**src/rtl/busca_menor_distancia.sv**
```systemverilog
// rtl/busca_menor_distancia.sv - streaming minimum-distance search over N_CANAIS samples per frame
// Optional MENOR_DIST_PRIMEIRO_EN: report the lowest tied index instead of the all-ones sentinel.
module busca_menor_distancia #(
    parameter int N_CANAIS = 10,
    parameter int LARGURA  = 16,
    parameter int IDX_W    = 4
) (
    input  logic               clk,
    input  logic               reset_n,
    input  logic               in_valid,
    output logic               in_ready,
    input  logic [LARGURA-1:0] in_dado,
    output logic               out_valid,
    input  logic               out_ready,
    output logic [IDX_W-1:0]   out_indice,
    output logic [LARGURA-1:0] out_valor,
    output logic               out_empate
);

    typedef enum logic [1:0] {OCIOSO, VARRENDO, PRONTO} estado_t;

    estado_t            estado_q;
    logic [IDX_W-1:0]   cnt_q;
    logic [LARGURA-1:0] min_q, min_d;
    logic [IDX_W-1:0]   idx_q, idx_d;
    logic               empate_q, empate_d;
    logic [IDX_W-1:0]   indice_d;
    logic               in_ready_q;
    logic               out_valid_q;
    logic [IDX_W-1:0]   out_indice_q;
    logic [LARGURA-1:0] out_valor_q;
    logic               out_empate_q;
    logic               aceita;
    logic               ultimo;

    assign aceita = in_valid && in_ready_q;
    assign ultimo = (cnt_q == IDX_W'(N_CANAIS - 1));

    // Running-minimum update for the sample currently on in_dado.
    always_comb begin
        min_d    = min_q;
        idx_d    = idx_q;
        empate_d = empate_q;
        if (estado_q == OCIOSO) begin
            min_d    = in_dado;
            idx_d    = '0;
            empate_d = 1'b0;
        end else if (in_dado < min_q) begin
            min_d    = in_dado;
            idx_d    = cnt_q;
            empate_d = 1'b0;
        end else if (in_dado == min_q) begin
            empate_d = 1'b1;
        end
`ifdef MENOR_DIST_PRIMEIRO_EN
        indice_d = idx_d;
`else
        indice_d = empate_d ? {IDX_W{1'b1}} : idx_d;
`endif
    end

    always_ff @(posedge clk or negedge reset_n) begin
        if (!reset_n) begin
            estado_q     <= OCIOSO;
            cnt_q        <= '0;
            min_q        <= '0;
            idx_q        <= '0;
            empate_q     <= 1'b0;
            in_ready_q   <= 1'b1;
            out_valid_q  <= 1'b0;
            out_indice_q <= '0;
            out_valor_q  <= '0;
            out_empate_q <= 1'b0;
        end else begin
            case (estado_q)
                OCIOSO: begin
                    if (aceita) begin
                        min_q    <= min_d;
                        idx_q    <= idx_d;
                        empate_q <= empate_d;
                        cnt_q    <= IDX_W'(1);
                        estado_q <= VARRENDO;
                    end
                end
                VARRENDO: begin
                    if (aceita) begin
                        min_q    <= min_d;
                        idx_q    <= idx_d;
                        empate_q <= empate_d;
                        if (ultimo) begin
                            cnt_q        <= '0;
                            estado_q     <= PRONTO;
                            in_ready_q   <= 1'b0;
                            out_valid_q  <= 1'b1;
                            out_indice_q <= indice_d;
                            out_valor_q  <= min_d;
                            out_empate_q <= empate_d;
                        end else begin
                            cnt_q <= cnt_q + IDX_W'(1);
                        end
                    end
                end
                PRONTO: begin
                    // in_ready is low here, so the handshake cycle can never take a sample.
                    if (out_ready) begin
                        estado_q     <= OCIOSO;
                        in_ready_q   <= 1'b1;
                        out_valid_q  <= 1'b0;
                        out_indice_q <= '0;
                        out_valor_q  <= '0;
                        out_empate_q <= 1'b0;
                    end
                end
                default: begin
                    estado_q    <= OCIOSO;
                    in_ready_q  <= 1'b1;
                    out_valid_q <= 1'b0;
                end
            endcase
        end
    end

    assign in_ready   = in_ready_q;
    assign out_valid  = out_valid_q;
    assign out_indice = out_indice_q;
    assign out_valor  = out_valor_q;
    assign out_empate = out_empate_q;

endmodule

```
**config.mk**
```make
export PLATFORM = sky130hd
export DESIGN_NAME = busca_menor_distancia
export DESIGN_NICKNAME = d
export VERILOG_FILES = /design/src/rtl/busca_menor_distancia.sv
export SDC_FILE = /design/constraint.sdc
export NUM_CORES = 1
export LEC_CHECK = 0
export ABC_AREA = 1
export BUFFER_PORTS_ARGS = -buffer_cell sky130_fd_sc_hd__clkbuf_2
export CAP_MARGIN = 20
export CORE_ASPECT_RATIO = 0.7
export CORE_UTILIZATION = 40
export CTS_CLUSTER_SIZE = 40
export DETAILED_ROUTE_END_ITERATION = 8
export SLEW_MARGIN = 25
export SYNTH_ARGS = -nofsm -noshare
export SYNTH_HDL_FRONTEND = slang
export SYNTH_SLANG_ARGS = --single-unit
```
**constraint.sdc**
```tcl
create_clock -name clk -period 2.1 [get_ports clk]
set_input_delay 0.105 -clock clk [delete_from_list [all_inputs] [get_ports clk]]
set_output_delay 0.105 -clock clk [all_outputs]
set_load 0.02 [all_outputs]
```
* Word-level counts from Yosys, hierarchy flattened
Index checks and enable logic that the tools add are counted.
** Operators by class
- $add $sub $neg :: 1
- Equality and inequality tests :: 8
- Magnitude comparators :: 1
- Reduce and logical (&&, ||, !) cells :: 10
- Muxes and demuxes :: 36
- Bitwise gates (word level) :: 1
** Operator list (count)
- $mux 16 :: 5
- $mux 4 :: 9
- $pmux 16 s2 :: 1
- $eq 16x16->1 :: 1
- $lt 16x16->1 :: 1
- $pmux 4 s2 :: 2
- $reduce_and 4->1 :: 3
- $mux 1 :: 11
- $mux 2 :: 4
- $ne 2x2->1 const B :: 4
- $pmux 1 s3 :: 2
- $pmux 2 s3 :: 1
- $add 4x1->4 const B :: 1
- $eq 4x4->1 const B :: 1
- $reduce_bool 2->1 :: 2
- $reduce_and 3->1 :: 1
- $eq 2x1->1 const B :: 1
- $eq 2x2->1 const B :: 1
- $logic_not 2->1 :: 1
- $pmux 1 s2 :: 1
- $reduce_and 2->1 :: 1
- $reduce_or 2->1 :: 1
- $logic_and 1x1->1 :: 1
- $not 1->1 :: 1
** Storage, ports and cells
- Bits of input ports :: 20
- Word-level logic and storage cells :: 67
- Output and inout port bits :: 23
- Register bits :: 50

* Longest topological paths before layout
- Depth after elaboration :: 8
- Mapped depth :: 16

* Worst setup path after synthesis
OpenSTA, ideal clock, no wires.
- Path type :: register to register
- From :: reg min_q[11]
- To :: reg min_q[1]
- Path slack :: 0.380 ns
- Arrival :: 1.603 ns
- Clock period less this slack :: 1.720 ns
- Required time :: 1.982 ns
- Setup time :: 0.118 ns
- Stages on the path, launching flop included :: 12
- Cell sequence :: dfrtp_1 > inv_1 > ha_1 > a21oi_1 > nand2_1 > a21oi_4 > nand2_8 > nand2_8 > buf_12 > nand2_4 > nand3_1 > nand2_1
** Between the ends
- Cells in the longest elaborated chain, start to end :: 3
** Ends and longest elaborated chain
- start, declared :: RTL line 24 : logic [LARGURA-1:0] min_q, min_d;
- start signal, assigned :: RTL line 78 : min_q <= min_d;
- start signal, assigned :: RTL line 87 : min_q <= min_d;
- $lt 16x16->1 :: RTL line 48 : end else if (in_dado < min_q) begin
- $mux 16 :: RTL line 48
- $mux 16 :: RTL line 44 : if (estado_q == OCIOSO) begin
Every way passes these cells.
A chain may end at the register's enable or synchronous reset.

* Worst setup path in the final report
- From :: reg min_q[15]
- To :: reg out_valor_q[4] (netlist: out_valor[4])
** Between the ends
- Cells in the longest elaborated chain, start to end :: 6
** Ends and longest elaborated chain
- $lt 16x16->1 :: RTL line 48
- $mux 16 :: RTL line 48
- $mux 16 :: RTL line 44
- $mux 16 :: RTL line 90 : if (ultimo) begin
- $mux 16 :: RTL line 86 : if (aceita) begin
- $pmux 16 s2 :: RTL line 75 : case (estado_q)
- end signal, assigned :: RTL line 96 : out_valor_q <= min_d;
- end, declared :: RTL line 31 : logic [LARGURA-1:0] out_valor_q;
Every way passes these cells. The select of a mux whose other input is x is not followed.

==> flow_metrics.env <==
export IMPL_grt_pass1_wl_um=10810
export IMPL_synth_edf_count=0
export IMPL_gp_congestion=0.8374
export IMPL_portBuffers=42
export IMPL_p_per_area_nw_per_um2=524.3
export IMPL_start_util_pct=42.38
export IMPL_crit_type="reg -> reg"
export IMPL_clock_latency_ps=310
export IMPL_final_hold_violation_count=0
export IMPL_synth_cell_types=36
export IMPL_wl_per_cell_um=12.59
export IMPL_reg2regPathDepth=11
export IMPL_finalSetupViolations=0
export IMPL_slowest_stage="dfrtp_1"
export IMPL_dieHeight_um=73.77
export IMPL_grt_pass1_vias=2240
export IMPL_drive_gt1_share_pct=21.33
export IMPL_ys_seq_area_share_pct=42.56
export IMPL_async_reset_ff_share_pct=100.0
export IMPL_place_inst=505
export IMPL_grt_setup_unrepaired="yes"
export IMPL_finClkSkew_ps=7.960
export IMPL_synth_nets=410
export IMPL_yosysWarnings=0
export IMPL_cp_data_required_time_ps=2310
export IMPL_hold_path_class="in -> reg"
export IMPL_io_pins=43
export IMPL_worstHoldStart="out_ready"
export IMPL_reg2reg_from="min_q[15]"
export IMPL_hpwl_um=4779
export IMPL_gr_total_overflow=0
export IMPL_max_clock_path_buffers=2
export IMPL_avgSynthCellArea_sq_um=7.911
export IMPL_worst_pin_slew_ps=626.2
export IMPL_irDropWorstVdd_mv=0.3386
export IMPL_n_antenna_cell=0
export IMPL_clock_sinks=50
export IMPL_fin_crit_sh_pct=92.60
export IMPL_cts_root_buf="clkbuf_8"
export IMPL_syn_to_final_growth_pct=16.75
export IMPL_nNetsFinal=459
export IMPL_worstPathCellList="inv_1, ha_1, a21oi_1, o21ai_1, a21oi_4, nand2_8, nand2_8, buf_12, nand2_4, nand3_1, nand2_1"
export IMPL_vias=2468
export IMPL_viasPerCell=4.783
export IMPL_grt_max_degree=30
export IMPL_finalCriticalPeriod_ps=1945
export IMPL_synthFlopType="dfrtp_1"
export IMPL_r2r_slack_ps=160
export IMPL_synthCells=372
export IMPL_finalWirelength_um=6494
export IMPL_cap_viol_max_count=0
export IMPL_synth_top_area_cell="dfrtp_1"
export IMPL_cp_end_kind="register"
export IMPL_critPathMaxFanout=14
export IMPL_synth_commonest_cells="128 x nand2_1, 56 x nand3_1, 49 x dfrtp_1"
export IMPL_core_sq_um=6944
export IMPL_start_kind="register"
export IMPL_cts_buffers=5
export IMPL_ant_nets=0
export IMPL_die_w_um=104.5
export IMPL_min_to="estado_q[1]"
export IMPL_fin_util_pct=49.48
export IMPL_p_leak_nw=1.897
export IMPL_status="finished clean"
export IMPL_ys_seq_elements=50
export IMPL_arrival_ps=2150
export IMPL_synth_area_leaders="dfrtp_1 42%, nand2_1 16%, nand3_1 9.5%, ha_1 7.7%, inv_1 5.6%"
export IMPL_fmax_ghz=0.5142
export IMPL_hold_depth=4
export IMPL_worstReg2RegEnd="out_valor[4]"
export IMPL_power_mw=1.801
export IMPL_firstDrtPassIters=4
export IMPL_dieArea_sq_um=7710
export IMPL_rows=25
export IMPL_tritoncts="yes"
export IMPL_timing_slew_headroom_pct=58.26
export IMPL_grt_util_all_layers_pct=18.02
export IMPL_grt_antenna_before_repair=0
export IMPL_synth_most_common_cell="nand2_1"
export IMPL_syn_cell_area_sq_um=2943
export IMPL_drv_slew=0
export IMPL_drcViolationCount=0
export IMPL_drt_iter0_drc=69
export IMPL_crit_start="min_q[15]"
export IMPL_cts_clk_slew_worst_paths_ps=100
export IMPL_critPathMostFrequentCell="nand2_8"
export IMPL_crit_path_max_incr_delay_ps=380
export IMPL_synth_top_area_share_pct=41.67
export IMPL_fillers=671
export IMPL_finalNonFillerCells=516
export IMPL_htree_levels=2
-- cells by family (layout without fill, tap and decap cells) --
| kind of cell | after synthesis | in the layout | synth area share [%] |
|---|---|---|---|
| flops | 50 | 50 | 42.56 |
| buf+inv | 64 | 114 | 9.481 |
| compound gates | 17 | 17 | 3.657 |
| fa+ha+maj | 18 | 18 | 7.653 |
| xor+xnor | 1 | 1 | 0.2977 |
| simple gates | 222 | 222 | 36.35 |
-- cells in the final DEF, fill, tap and decap left out, types with 2 or more instances in the layout --
master | netlist | routed
a21oi_1 | 6 | 6
buf_12 | 1 | 3
buf_4 | 2 | 8
clkbuf_2 | 0 | 42
clkbuf_8 | 0 | 5
clkinv_2 | 0 | 2
dfrtp_1 | 49 | 49
ha_1 | 18 | 18
inv_1 | 44 | 44
inv_2 | 5 | 5
nand2_1 | 128 | 128
nand2_4 | 11 | 11
nand2_8 | 2 | 2
nand3_1 | 56 | 56
nand4_1 | 6 | 6
nor2_1 | 10 | 10
nor3_1 | 2 | 2
o21ai_0 | 3 | 3
o21ai_1 | 3 | 3
-- power by group --
part / leakage, nW / internal (mW) / switching [mW]
clock: 0.0579 / 0.351 / 0.340
sequential: 0.685 / 0.962 / 0
combinational: 1.15 / 0.0578 / 0.0901
total: 1.90 / 1.37 / 0.430
-- registers in the layout, indices dropped and copies added, names as in the netlist --
name	count
out_valid	1
idx_q	4
out_indice	4
in_ready	1
cnt_q	4
out_valor	16
out_empate	1
estado_q	2
empate_q	1
min_q	16
-- critical path, delay by kind of cell (launching register included) --
family / cells / cell delay, ps
compound gates: 3 / 530
flops: 1 / 380
fa+ha+maj: 1 / 250
simple gates: 5 / 460
buf+inv: 2 / 210
-- metal layers --
| metal | vias to the layer above | part of all wire, % | global-route usage (%) |
|---|---|---|---|
| met5 | - | 0 | 0 |
| met4 | 0 | 1.2 | 5.238 |
| met3 | 8 | 4.7 | 3.194 |
| met2 | 55 | 41 | 26.42 |
| met1 | 1131 | 53 | 26.92 |
| li1 | 1274 | - | - |
-- final cells by class --
| class | count | area (sq um) | area share, % |
|---|---|---|---|
| multi-input cells | 258 | 1411 | 41.08 |
| clock inverters | 3 | 40.04 | 1.165 |
| inverters | 51 | 193.9 | 5.645 |
| well taps | 94 | 117.6 | 3.423 |
| flip-flops and latches | 50 | 1252 | 36.45 |
| clock buffers | 5 | 68.82 | 2.003 |
| repair buffers | 55 | 351.6 | 10.23 |
-- worst max path at each step --
stage	endpoint	slack, ps	cells after the start
3_5_place_dp	out_valor[15]	140	10
6_report	out_valor[4]	160	11
3_3_place_gp	out_valor[15]	180	10
2_1_floorplan	min_q[1]	380	11
4_1_cts	out_valor[15]	120	10
5_1_grt	min_q[2]	-3	11
-- stage by stage --
step                      hold WS (ps)  area [sq um]  setup TNS (ps)  worst slack (ps)
after floorplan                 -190.6          2943               0             379.6
after global placement           147.9          3273               0             180.6
after detailed placement         150.5          3273               0             141.0
after CTS                        70.62          3392               0             115.9
after global routing             98.04          3436          -6.624            -2.904
final                            71.33          3436               0             155.3
-- timing repair --
| item | 4_1_cts | 5_1_grt |
|---|---|---|
| buffers inserted | 0 | 2 |
| setup endpoints to repair | 0 | 10 |
| hold buffers | 1 | 0 |
| hold endpoints to repair | 21 | 0 |
| gates resized for setup | 0 | 1 |
(Power assumes the default switching activity.)
